**config.mk**
```make
export PLATFORM = sky130hd
export DESIGN_NAME = raizing_gfx_arb
export DESIGN_NICKNAME = d
export VERILOG_FILES = /design/src/rtl/raizing_gfx_arb_pkg.sv /design/src/rtl/raizing_gfx_arb_rr.sv /design/src/rtl/raizing_gfx_arb.sv
export SDC_FILE = /design/constraint.sdc
export NUM_CORES = 1
export LEC_CHECK = 0
export CAP_MARGIN = 20
export CORE_UTILIZATION = 30
export DETAILED_ROUTE_END_ITERATION = 10
export HOLD_SLACK_MARGIN = 0.1
export PLACE_DENSITY_LB_ADDON = 0.15
export RECOVER_POWER = 50
export SLEW_MARGIN = 20
export SYNTH_ARGS = -nofsm -noshare
export SYNTH_HDL_FRONTEND = slang
export SYNTH_SLANG_ARGS = --single-unit
```
**constraint.sdc**
```tcl
create_clock -name CLK -period 7.2 [get_ports CLK]
set_input_delay 1.44 -clock CLK [delete_from_list [all_inputs] [get_ports CLK]]
set_output_delay 1.44 -clock CLK [all_outputs]
set_load 0.03 [all_outputs]
```
**src/rtl/raizing_gfx_arb_pkg.sv**
```systemverilog
// Shared constants, FSM state type and small helpers for the graphics ROM arbiter.
// Optional RAIZING_GFX_ARB_OBJPRI_EN gives OBJ fixed priority over the scroll layers.
package raizing_gfx_arb_pkg;

  localparam int unsigned NREQ = 4;

  localparam logic [1:0] OBJ  = 2'd0;
  localparam logic [1:0] SCR0 = 2'd1;
  localparam logic [1:0] SCR1 = 2'd2;
  localparam logic [1:0] SCR2 = 2'd3;

  typedef enum logic [1:0] {
    StIdle,
    StIssue,
    StGap
  } state_e;

  // Successor within the SCR0..SCR2 ring, used when OBJ sits outside the rotation.
  function automatic logic [1:0] next_scr(logic [1:0] idx);
    return (idx == SCR2) ? SCR0 : idx + 2'd1;
  endfunction

  function automatic logic [1:0] onehot_idx(logic [NREQ-1:0] oh);
    logic [1:0] r;
    r = '0;
    for (int i = 0; i < NREQ; i++) begin
      if (oh[i]) r = r | 2'(i);
    end
    return r;
  endfunction

endpackage

```
**src/rtl/raizing_gfx_arb_rr.sv**
```systemverilog
// Combinational round-robin picker: first pending requester at or after the pointer.
// With RAIZING_GFX_ARB_OBJPRI_EN, OBJ wins outright and only SCR0..SCR2 rotate.
module raizing_gfx_arb_rr
  import raizing_gfx_arb_pkg::*;
(
  input  logic [NREQ-1:0] pend_i,
  input  logic [1:0]      ptr_i,
  output logic [NREQ-1:0] gnt_o,
  output logic            vld_o
);

  logic       found;
  logic [1:0] idx;

  always_comb begin
    gnt_o = '0;
    found = 1'b0;
`ifdef RAIZING_GFX_ARB_OBJPRI_EN
    if (pend_i[OBJ]) begin
      gnt_o[OBJ] = 1'b1;
      found      = 1'b1;
    end
    // A pointer left at OBJ (reset value) starts the scroll ring at SCR0.
    idx = (ptr_i == OBJ) ? SCR0 : ptr_i;
    for (int k = 0; k < 3; k++) begin
      if (!found && pend_i[idx]) begin
        gnt_o[idx] = 1'b1;
        found      = 1'b1;
      end
      idx = next_scr(idx);
    end
`else
    idx = ptr_i;
    for (int k = 0; k < NREQ; k++) begin
      if (!found && pend_i[idx]) begin
        gnt_o[idx] = 1'b1;
        found      = 1'b1;
      end
      idx = idx + 2'd1;
    end
`endif
    vld_o = found;
  end

endmodule

```
**src/rtl/raizing_gfx_arb.sv**
```systemverilog
// Four-way arbiter sharing one graphics ROM port among OBJ and three scroll layers.
// Define RAIZING_GFX_ARB_OBJPRI_EN to give OBJ fixed priority over the scroll layers.
module raizing_gfx_arb
  import raizing_gfx_arb_pkg::*;
#(
  parameter int unsigned AW = 22,
  parameter int unsigned DW = 32
) (
  input  logic                 CLK,
  input  logic                 RESET,
  input  logic [NREQ-1:0]      REQ_CS,
  input  logic [NREQ*AW-1:0]   REQ_ADDR,
  output logic [NREQ-1:0]      REQ_OK,
  output logic [NREQ*DW-1:0]   REQ_DATA,
  output logic                 ROM_CS,
  output logic [AW-1:0]        ROM_ADDR,
  input  logic                 ROM_OK,
  input  logic [DW-1:0]        ROM_DATA
);

  state_e          state_q;
  logic [1:0]      gnt_idx_q;
  logic [1:0]      ptr_q;
  logic            rom_cs_q;
  logic [AW-1:0]   rom_addr_q;
  logic [NREQ-1:0] ok_q;
  logic [DW-1:0]   data_q    [NREQ];
  logic [AW-1:0]   ok_addr_q [NREQ];

  logic [AW-1:0]   req_addr  [NREQ];
  logic [NREQ-1:0] pend;
  logic [NREQ-1:0] ok_keep;
  logic [NREQ-1:0] gnt;
  logic            gnt_vld;
  logic [1:0]      gnt_idx;
  logic            hit;

  for (genvar i = 0; i < NREQ; i++) begin : g_unpack
    assign req_addr[i]             = REQ_ADDR[i*AW +: AW];
    assign REQ_DATA[i*DW +: DW]    = data_q[i];
  end

  always_comb begin
    pend    = '0;
    ok_keep = '0;
    for (int i = 0; i < NREQ; i++) begin
      pend[i]    = REQ_CS[i] && !ok_q[i] && !(state_q == StIssue && gnt_idx_q == 2'(i));
      ok_keep[i] = REQ_CS[i] && (req_addr[i] == ok_addr_q[i]);
    end
  end

  raizing_gfx_arb_rr u_rr (
    .pend_i (pend),
    .ptr_i  (ptr_q),
    .gnt_o  (gnt),
    .vld_o  (gnt_vld)
  );

  assign gnt_idx = onehot_idx(gnt);
  // Data is only delivered if the requester still wants the very address fetched.
  assign hit     = REQ_CS[gnt_idx_q] && (req_addr[gnt_idx_q] == rom_addr_q);

  always_ff @(posedge CLK) begin
    if (RESET) begin
      state_q    <= StIdle;
      gnt_idx_q  <= OBJ;
      ptr_q      <= OBJ;
      rom_cs_q   <= 1'b0;
      rom_addr_q <= '0;
      ok_q       <= '0;
      for (int i = 0; i < NREQ; i++) begin
        data_q[i]    <= '0;
        ok_addr_q[i] <= '0;
      end
    end else begin
      for (int i = 0; i < NREQ; i++) begin
        if (!ok_keep[i]) ok_q[i] <= 1'b0;
      end
      case (state_q)
        StIdle: begin
          if (gnt_vld) begin
            gnt_idx_q  <= gnt_idx;
            rom_addr_q <= req_addr[gnt_idx];
            rom_cs_q   <= 1'b1;
            state_q    <= StIssue;
`ifdef RAIZING_GFX_ARB_OBJPRI_EN
            if (gnt_idx != OBJ) ptr_q <= next_scr(gnt_idx);
`else
            ptr_q <= gnt_idx + 2'd1;
`endif
          end
        end
        StIssue: begin
          if (ROM_OK) begin
            rom_cs_q <= 1'b0;
            state_q  <= StGap;
            if (hit) begin
              data_q[gnt_idx_q]    <= ROM_DATA;
              ok_q[gnt_idx_q]      <= 1'b1;
              ok_addr_q[gnt_idx_q] <= rom_addr_q;
            end
          end
        end
        StGap:   state_q <= StIdle;
        default: state_q <= StIdle;
      endcase
    end
  end

  assign ROM_CS   = rom_cs_q;
  assign ROM_ADDR = rom_addr_q;
  assign REQ_OK   = ok_q;

endmodule

```
==> Yosys cells after proc, flatten, opt, wreduce, memory -nomap -nowiden <==
Memory sizes are Yosys's and may differ from the RTL's.
Index checks and enable logic that the tools add are counted.
W data, S select, Z words.
{ "word_totals": {"mem_count": 2, "inputBits": 127, "elab_cells": 152, "mem_bits_rw": 216, "register_bits": 33} }
{ "memory_table": {"columns": ["name", "words", "width", "rd", "rd_clocked_by_memory_dff", "write_ports", "line_no", "rtl"], "rows": [
  ["data_q", 4, 32, 4, 0, 4, "raizing_gfx_arb.sv:27", "logic [DW-1:0] data_q [NREQ];"],
  ["ok_addr_q", 4, 22, 4, 0, 4, "raizing_gfx_arb.sv:28", "logic [AW-1:0] ok_addr_q [NREQ];"]
]} }
{ "op_classes": {"n_mux": 67, "add_sub_neg": 4, "order_cmp": 12, "reduce_logical": 44, "n_bitwise": 6, "eq_ne": 11} }
{ "ops": {"columns": ["operator", "count"], "rows": [
  ["$eq A22 B22 Y1", 5],
  ["$mux W22", 5],
  ["$bmux W22 S2", 2],
  ["$mux W1", 34],
  ["$mux W32", 1],
  ["$reduce_or A32 Y1", 1],
  ["$mux W4", 7],
  ["$logic_and A1 B1 Y1", 25],
  ["$reduce_or A22 Y1", 1],
  ["$or A4 B4 Y4", 4],
  ["$lt A2 B3 Y1 const B", 5],
  ["$mux W2", 6],
  ["$logic_not A1 Y1", 11],
  ["$bmux W1 S2", 5],
  ["$demux W1 S2", 5],
  ["$ge A2 B1 Y1 const B", 5],
  ["$add A2 B1 Y2 const B", 4],
  ["$ge A3 B3 Y1 const B", 2],
  ["$not A2 Y3", 2],
  ["$eq A2 B1 Y1 const B", 2],
  ["$eq A2 B2 Y1 const B", 2],
  ["$logic_not A2 Y1", 2],
  ["$ne A2 B2 Y1 const B", 2],
  ["$pmux W2 S2", 1],
  ["4 further kinds", 5]
]} }

==> Longest topological paths before layout <==
Gate-level depths: netlist of the first run.
{ "depth": {"word_depth": 23, "ltp_mapped": 12, "depth_no_buf": 9} }

==> Hierarchy <==
Synthesis of the first run repeated with hierarchy kept, for this count alone.
{ "hier_totals": {"hier_cells": 1126, "area_unflattened_um2": 12675.9} }
{ "by_module_without_submodules": {"columns": ["module", "area_per_inst_um2", "cells_per_inst", "seq_area_each_um2", "n_inst"], "rows": [
  ["raizing_gfx_arb", 12269.3, 1082, 7146.9, 1],
  ["raizing_gfx_arb_rr", 406.6, 44, 0.0, 1]
]} }

==> Least setup slack after synthesis of the first run <==
Ideal clock, no wire load.
{ "synth_timing": {"kind": "input to register", "from": "input port REQ_ADDR[67]", "to": "memory data_q[0][0] (enable)", "arrival_ns": 6.667, "required_ns": 6.653, "slack_ns": -0.013, "path_stages": 6, "setup_time_ns": 0.547, "cell_sequence": "mux4_2 > xnor2_1 > nand4_1 > nor4_1 > nand3_1 > o31ai_1"} }
{ "synth_lines": {"columns": ["item", "line_no", "rtl"], "rows": [
  ["start: declaration", "raizing_gfx_arb.sv:12", "input logic [NREQ*AW-1:0] REQ_ADDR,"],
  ["end: declaration", "raizing_gfx_arb.sv:27", null]
]} }

==> out/metrics.sh, run 1 <==
DIE_AREA_UM2=41400
SYNTHESIS.AREA_UM2=12200
OUTCOME='finished with violations'
CELLPOWERDENSITY_nW_PER_UM2=290
CRITICAL_PATH.N_BUFFERS_INVERTERS=4
DETAIL_ROUTE.FIRST_PASS.ITERATIONS=4
FLOORPLAN.IO_PINS=282
TNS_NS=0
SLEW_HEADROOM_PCT=-45.7
VIA_COUNT_OF_THE_FIRST_GLOBAL_ROUTING_PASS=8494
SLEW_WORST_PIN_NS=2.19
HOLDCRITPATHCLASS='reg -> reg'
FINAL_CORE_UTILIZATION_PCT=41.2
CTS.SINK_COUNT=249
MAX_CAP_VIOLS=2
ANTENNADIODECOUNT=0
RR_WORST_DEPTH=8
CRIT_FANOUT=43
DRT-VIAS-PER-INSTANCE=4.80
POST_CTS_RESIZE_COUNT=0
GRT_FIRST_PASS_WIRELENGTH_UM=60100
CLOCK_INSERTION_DELAY_WORST_SKEW_NS=0.54
SYNTH-EDFF-COUNT=216
CTS_TREE='yes'
SETUP_VIOLATIONS=0
POST_SYN_AREA_PER_CELL_UM2=13.9
SYNTH_CELL_TYPE_COUNT=57
LARGEST_NET_DEGREE_AT_THE_START_OF_GLOBAL_ROUTING=50
GR-USAGE-MET1_PCT=24.7
GLOBAL_ROUTE_TRACK_USAGE_ON_MET2_PCT=33.5
DESIGN.CORE.AREA_UM2=39900
PORT_BUFFERS=281
PLACEMENTROWS=73
SYNTH.YOSYS.WARNINGS=0
START_KIND='primary input'
FINAL_NET_COUNT=1294
CP_CELL_SEQUENCE='dlygate4sd3_1 -> clkbuf_1 -> inv_1 -> and4_2 -> and3b_2 -> buf_4 -> and2_1'
TOTAL_POWER_mW=4.76
VIAS=8192
FILL_CELLS=3696
POSTSYNTHNETCOUNT=1013
SEQUENTIAL_AREA_SHARE_AFTER_SYNTHESIS_PCT=58.7
FINALWIRELENGTH_UM=41700
POST-SYNTH-TOP-AREA-FRACTION_PCT=53.3
SYNTH_FLOP_CELL='edfxtp_1'
MULTI_INPUT_GATE_AREA_IN_THE_FINAL_LAYOUT_UM2=4800
YOSYS-TOP-CELLS-AREA='edfxtp_1 53%, and2_1 11%, xnor2_1 5.6%'
PLACE_CONGESTION=0.840
CELL_COUNT_ALONG_THE_CRITICAL_PATH=7
GRT_UTIL_MET3_PCT=6.65
DRIVE_GT1_SHARE_PCT=9.57
LEAKAGE_nW=6.02
CLK_PATH_BUF_DEPTH=3
HOLD_VIOL=0
START_UTIL_PCT=30.5
CLOCK_TREE.ROOT_CELL='clkbuf_16'
FMAX_MHz=179
NUMCTSBUFFERS=29
GRT_SETUP_UNREPAIRED='false'
CTS_SETUP_BUFFERS=0
LAYOUT.AREA.SEQ_UM2=7150
CHIPWIDTH_UM=203
CP_DATA_REQUIRED_TIME_NS=7.49
CRIT_PATH_MAX_INCR_DELAY_NS=1.55
HOLDWS_NS=0.481
FAILED_CHECKS='capacitance limit, slew limit'
CPMAXSTAGEDELAYCELL='clkbuf_1'
SLEW_VIOL_FINAL=58
DETAILEDROUTE.FIRSTITERATIONVIOLATIONS=472
GRT.OVERFLOW.TOTAL=0
POST-DP-HPWL_UM=28800
SYNTH-ASYNC-RESET-RATIO_PCT=0
VDD_IR_DROP_MAX_V=0.000173
SYNTH_LARGEST_AREA_CELL='edfxtp_1'
TIMING.FINAL.CRIT_SHARE_PCT=77.5
SYNTH-SEQ-CELLS=249
WORST_EP_ARRIVAL_TIME_NS=5.88
GRT_MOST_USED_LAYER='met2'
TIMING.CLOCK.SKEW_NS=0.0137
ROUTE.DETAILED.DRC=0
ANTENNA_FOUND_INITIAL=5
CTS-HTREE-LEVELS=1
LAYOUT_MIN_CYCLE_TIME_NS=5.58
GLOBAL_ROUTE.USAGE.TOTAL_PCT=20.1
SYNTH_CELLS=879
CLK_PIN_SLEW_NS=0.06
WORSTHOLDPATHCELLS=2
WL_PER_CELL_UM=24.4
END_KIND='flop'
CRITICAL_PATH_CLASS='in -> reg'
AREA_GROWTH_SYN_TO_LAYOUT_PCT=35.1
POST_CTS_HOLD_BUFFER_COUNT=0
DIE_Y_UM=203
CRITICAL-PATH-TOP-DELAY-FAMILY='buffers and inverters'
ANT_NETS=0
tightest hold or removal path, cell delays in order (launching register included):
cell and delay, ns:
dfxtp_1 0.32, a21oi_1 0.06, nor2_1 0.07
synth_stat cells (4+ instances only):
master    instances
a21oi_1           5
a221o_1          25
and2_1          218
and3b_1           8
buf_2             7
buf_6             6
clkbuf_1         30
dfxtp_1          33
edfxtp_1        216
ha_1              7
inv_1             5
mux2_1           19
mux2_2           21
mux2_4            4
mux4_2           26
nand2_1          11
nand3_1           9
nand4_1          16
nor2_1           14
nor3_1            4
nor3b_1          26
nor4_1           11
o21ai_0           4
xnor2_1          78
xor2_1           32
registers in the layout, summed over array words and instances, names as in the netlist:
register and cells:
REQ_OK 4, ROM_ADDR 22, ROM_CS 1, data_q 128, gnt_idx_q 2, ok_addr_q 88, ptr_q 2, state_q 2
layout make-up:
cell class | instances | share of cell area, %
Sequential cell | 249 | 43.5
Multi-Input combinational cell | 578 | 29.2
Timing Repair Buffer | 297 | 18.0
Clock buffer | 34 | 4.52
Tap cell | 525 | 3.99
Clock inverter | 18 | 0.768
Inverter | 5 | 0.114
path summary, 6_finish.rpt:
path | from | to | slack, ns
worst max-delay path | RESET | data_q[1][26] | 1.62
worst min-delay path | ROM_CS | ROM_CS | 0.48
worst max register to register | gnt_idx_q[1] | data_q[0][4] | 1.64
worst min register to register | ROM_CS | ROM_CS | 0.48
cells in the final DEF, fill, tap and decap left out, types with 19 or more instances in the layout:
cell type / count
a221o_1: 25
and2_1: 194
mux4_2: 26
dfxtp_1: 31
and2_0: 24
clkdlybuf4s50_1: 125
dlygate4sd3_1: 156
clkbuf_16: 29
mux2_1: 19
xnor2_1: 78
mux2_2: 21
xor2_1: 32
nor3b_1: 26
edfxtp_1: 216
cells by family (layout without fill, tap and decap cells):
kind of cell	Yosys count	in the layout	share of synthesized area (%)
flip-flops	249	249	58.7
buffers and inverters	52	354	2.18
AND/OR/NAND/NOR	336	336	17.4
adder cells (fa/ha/maj)	7	7	0.719
multiplexers	70	70	9.00
XOR/XNOR	110	110	7.91
AO/OA/AOI/OAI	55	55	4.09
power breakdown:
part | total [mW] | internal, mW | switching [mW]
clock | 1.38 | 0.800 | 0.582
combinational | 1.59 | 0.720 | 0.875
sequential | 1.79 | 1.66 | 0.126
total | 4.76 | 3.18 | 1.58
per-stage QoR:
stage	instances	instance area, um^2	setup slack (ns)
CTS	1706	16500	2.45
finish	1706	16500	1.62
detailed placement	1654	15600	1.90
floorplan	879	12200	0.159
global route	1706	16500	1.25
global placement	1654	15600	1.84
layer usage:
| metal | vias up | wire [um] | share of wire (%) |
|---|---|---|---|
| met3 | 52 | 3510 | 8.4 |
| met2 | 262 | 20100 | 48 |
| met1 | 4077 | 17000 | 41 |
| met5 | - | 75 | 0.18 |
| met4 | 10 | 1010 | 2.4 |
| li1 | 3791 | - | - |
Note: power is estimated with default switching activity, not from simulation.
==> inputs of run 2 (changes only) <==
- clock period: 7.2 -> 4.9 ns (I/O delays scaled with it)
==> run 2 against run 1 <==
  * The run still ends with capacitance limit, slew limit left
  * Cell area is 1.3% higher
  * First-iteration DRC count is 3.6% lower
  * Worst setup slack lost 0.89 ns
  * Sequential share of layout area fell by 0.57 points
  * Die area stayed put
  * Global-route usage up 0.21 points
  * Power is 50% higher
  * Critical endpoint is now data_q[0][19]
  * Critical path depth grew 3
  * Register-to-register slack worse by 0.91 ns
  * Critical path type is now reg -> reg
  * Highest routed layer unchanged
  * Core utilization increased by 0.55 points
  * Sequential power grew 49%
  * Flip-flop and latch count unchanged
==> out/metrics.sh, run 2 (synthesis results as in run 1) <==
LAYOUT_COMMON_CELLS='216 x edfxtp_1, 175 x and2_1, 156 x dlygate4sd3_1'
LARGEST-REGISTER='data_q'
DETAILEDROUTE.FIRSTITERATIONVIOLATIONS=455  # -3.6%
LAYOUT_MIN_CYCLE_TIME_NS=4.17
ROUTE.DETAILED.DRC=0  # unchanged
COMB_POWER_SHARE_PCT=33.0  # -0.5 points
RR_ENDPOINT='data_q[0][19]'
CLOCK_INSERTION_DELAY_WORST_SKEW_NS=0.56  # +0.02 ns
CTS.SINK_COUNT=249  # unchanged
CLK_PIN_SLEW_NS=0.07  # about the same
CPMAXSTAGEDELAYCELL='nor3b_1'
DETAIL_ROUTE.FIRST_PASS.ITERATIONS=4  # unchanged
DRIVE_GT1_SHARE_PCT=10.8  # +1.3 points
PRE_CTS_SETUP_SLACK_NS=0.542  # -1.35 ns
PORT_BUFFERS=281  # unchanged
CTS_SETUP_BUFFERS=0  # unchanged
CRITICAL_PATH_CLASS='reg -> reg'
CLK_PATH_BUF_DEPTH=3  # unchanged
POST_CTS_RESIZE_COUNT=0  # unchanged
CLOCKPOWERSHARE_PCT=29.7  # +0.7 points
CRIT_FANOUT=49  # +14%
MOST_FREQUENT_STANDARD_CELL_IN_THE_LAYOUT_EXCLUDING_FILL_AND_TAP_CELLS='edfxtp_1'
CRIT_PATH_MAX_INCR_DELAY_NS=0.75  # -0.80 ns
PLACE.DETAILED.INSTANCES=1664  # +0.60%
LEAKAGE_nW=6.09  # +1.2%
START_KIND='flop'
VIA_COUNT_OF_THE_FIRST_GLOBAL_ROUTING_PASS=8766  # +3.2%
TNS_NS=0  # unchanged
SLEW_HEADROOM_PCT=-29.3  # +16 points
WL_PER_CELL_UM=24.4  # -0.27%
FINALWORSTSETUPSLACK_NS=0.729  # -0.888 ns
HOLDCRITSTARTPOINT='ROM_CS'
OUTCOME='finished with violations'
END_KIND='flop'
CTS-HTREE-LEVELS=1  # unchanged
AREA_GROWTH_SYN_TO_LAYOUT_PCT=36.9
FIN_CELLS=1717  # +0.64%
HOLDWS_NS=0.482  # +0.000558 ns
SETUP_VIOLATIONS=0  # unchanged
POST-DP-HPWL_UM=29500  # +2.5%
START_UTIL_PCT=30.5  # unchanged
POST_CTS_HOLD_BUFFER_COUNT=0  # unchanged
POWER_SHARE_OF_THE_SEQUENTIAL_GROUP_PCT=37.2  # -0.3 points
SLEW_WORST_PIN_NS=1.94  # -0.247 ns
WORSTHOLDPATHCELLS=2  # unchanged
RR_WORST_DEPTH=10  # +2
CP_CELL_SEQUENCE='buf_4 -> buf_4 -> mux4_2 -> xnor2_1 -> nand4_1 -> nor4_1 -> and4_1 -> nor3b_1 -> buf_12 -> and2_1'
DIE_Y_UM=203  # unchanged
FAILED_CHECKS='capacitance limit, slew limit'
WORST_PATH_MOST_REPEATED_CELL='buf_4'
GLOBAL_ROUTE.USAGE.TOTAL_PCT=20.3  # +0.21 points
REG2REG_FROM='gnt_idx_q[1]'
FLOORPLAN.IO_PINS=282  # unchanged
HOLD_END='ROM_CS'
HOLDCRITPATHCLASS='reg -> reg'
VIAS=8306  # +1.4%
GRT_SETUP_UNREPAIRED='false'
CTS_TREE='yes'
CP_DATA_REQUIRED_TIME_NS=5.33  # -2.16 ns
WORST_EP_ARRIVAL_TIME_NS=4.60  # -1.28 ns
ANTENNA_FOUND_INITIAL=7  # +2
SLEW_VIOL_FINAL=33  # -43%
CHIPWIDTH_UM=203  # unchanged
GRT_FIRST_PASS_WIRELENGTH_UM=61000  # +1.5%
GRT.OVERFLOW.TOTAL=0  # unchanged
TIMING.FINAL.CRIT_SHARE_PCT=85.1
CLOCK_TREE.ROOT_CELL='clkbuf_16'
FINALWIRELENGTH_UM=41800  # +0.37%
DIE_AREA_UM2=41400  # unchanged
VDD_IR_DROP_MAX_V=0.000294  # +70%
WORST-R2R-SETUP-SLACK_NS=0.73  # -0.91 ns
DESIGN.CORE.AREA_UM2=39900  # unchanged
HOLD_VIOL=0  # unchanged
NUMCTSBUFFERS=28  # -3.4%
FMAX_MHz=240
PLACEMENTROWS=73  # unchanged
PLACE_CONGESTION=0.855  # +1.8%
LARGEST_NET_DEGREE_AT_THE_START_OF_GLOBAL_ROUTING=50  # unchanged
ANT_NETS=0  # unchanged
CELLINTERNALPOWER_mW=4.79  # +51%
POWER.SWITCHING_FRACTION_PCT=33.2  # -0.047 points
NUMBER_OF_FLIP_FLOPS_UNDER_THE_LARGEST_REGISTER_NAME=128  # unchanged
FINAL_NET_COUNT=1303  # +0.70%
CELLPOWERDENSITY_nW_PER_UM2=430  # +48%
TIMING.CLOCK.SKEW_NS=0.0168  # +0.00310 ns
POWER.NET_SWITCHING_mW=2.38  # +50%
DRT-VIAS-PER-INSTANCE=4.84  # +0.74%
MAX_CAP_VIOLS=1  # -1
[run 2: cell types whose count changed in the layout (fill, tap and decap cells not counted), sizes merged]
cell	delta
buf	+8
clkinv	-8
clkbuf	+5
clkinvlp	+2
diode	+2
bufinv	+1
inv	+1
[run 2: critical path: cells and delay by family (launching register included)]
| family | cells | cell delay [ns] |
|---|---|---|
| buffers and inverters | 3 | 0.93 |
| XOR/XNOR | 1 | 0.15 |
| multiplexers | 1 | 0.51 |
| flip-flops | 1 | 0.71 |
| AND/OR/NAND/NOR | 5 | 1.68 |
[run 2: power groups by stage]
stage	combinational (mW)	sequential (mW)	clock (mW)
2_1_floorplan	1.51	2.79	0
3_5_place_dp	2.42	2.73	0
5_1_grt	2.52	2.70	2.25
3_3_place_gp	2.42	2.73	0
4_1_cts	2.44	2.68	2.18
6_report	2.37	2.67	2.13
[run 2: layout make-up]
type | count | area [um^2]
Sequential cell | 249 | 7150
Antenna cell | 2 | 5.00
Clock buffer | 37 | 756
Tap cell | 525 | 657
Multi-Input combinational cell | 578 | 4810
Fill cell | 3729 | 23200
Clock inverter | 14 | 161
Inverter | 5 | 18.8
Timing Repair Buffer | 307 | 3120
[run 2: worst max-delay path by stage]
stage,to,depth (start not counted),startpoint
detailed placement,ROM_ADDR[13],9,REQ_CS[1]
global placement,ROM_ADDR[5],9,REQ_CS[1]
CTS,ROM_ADDR[13],10,ptr_q[0]
global route,ok_addr_q[2][7],9,gnt_idx_q[1]
finish,data_q[0][19],10,gnt_idx_q[1]
floorplan,data_q[1][0],6,REQ_ADDR[67]
[run 2: routing by layer]
metal | global-route usage (%) | part of all wire (%) | up-vias
met2 | 33.9 | 48 | 277
li1 | - | - | 3812
met4 | 4.83 | 1.8 | 8
met3 | 6.23 | 8.6 | 48
met5 | 0 | 0.093 | -
met1 | 25.6 | 41 | 4161
[run 2: per-stage QoR]
stage                     util (%)  instance area [um^2]  total power [mW]
final                         41.8                 16700              7.17
after global placement        39.6                 15800              5.15
after floorplan                  -                 12200              4.30
after CTS                     41.9                 16700              7.30
after detailed placement      39.6                 15800              5.15
after global routing          41.8                 16700              7.47
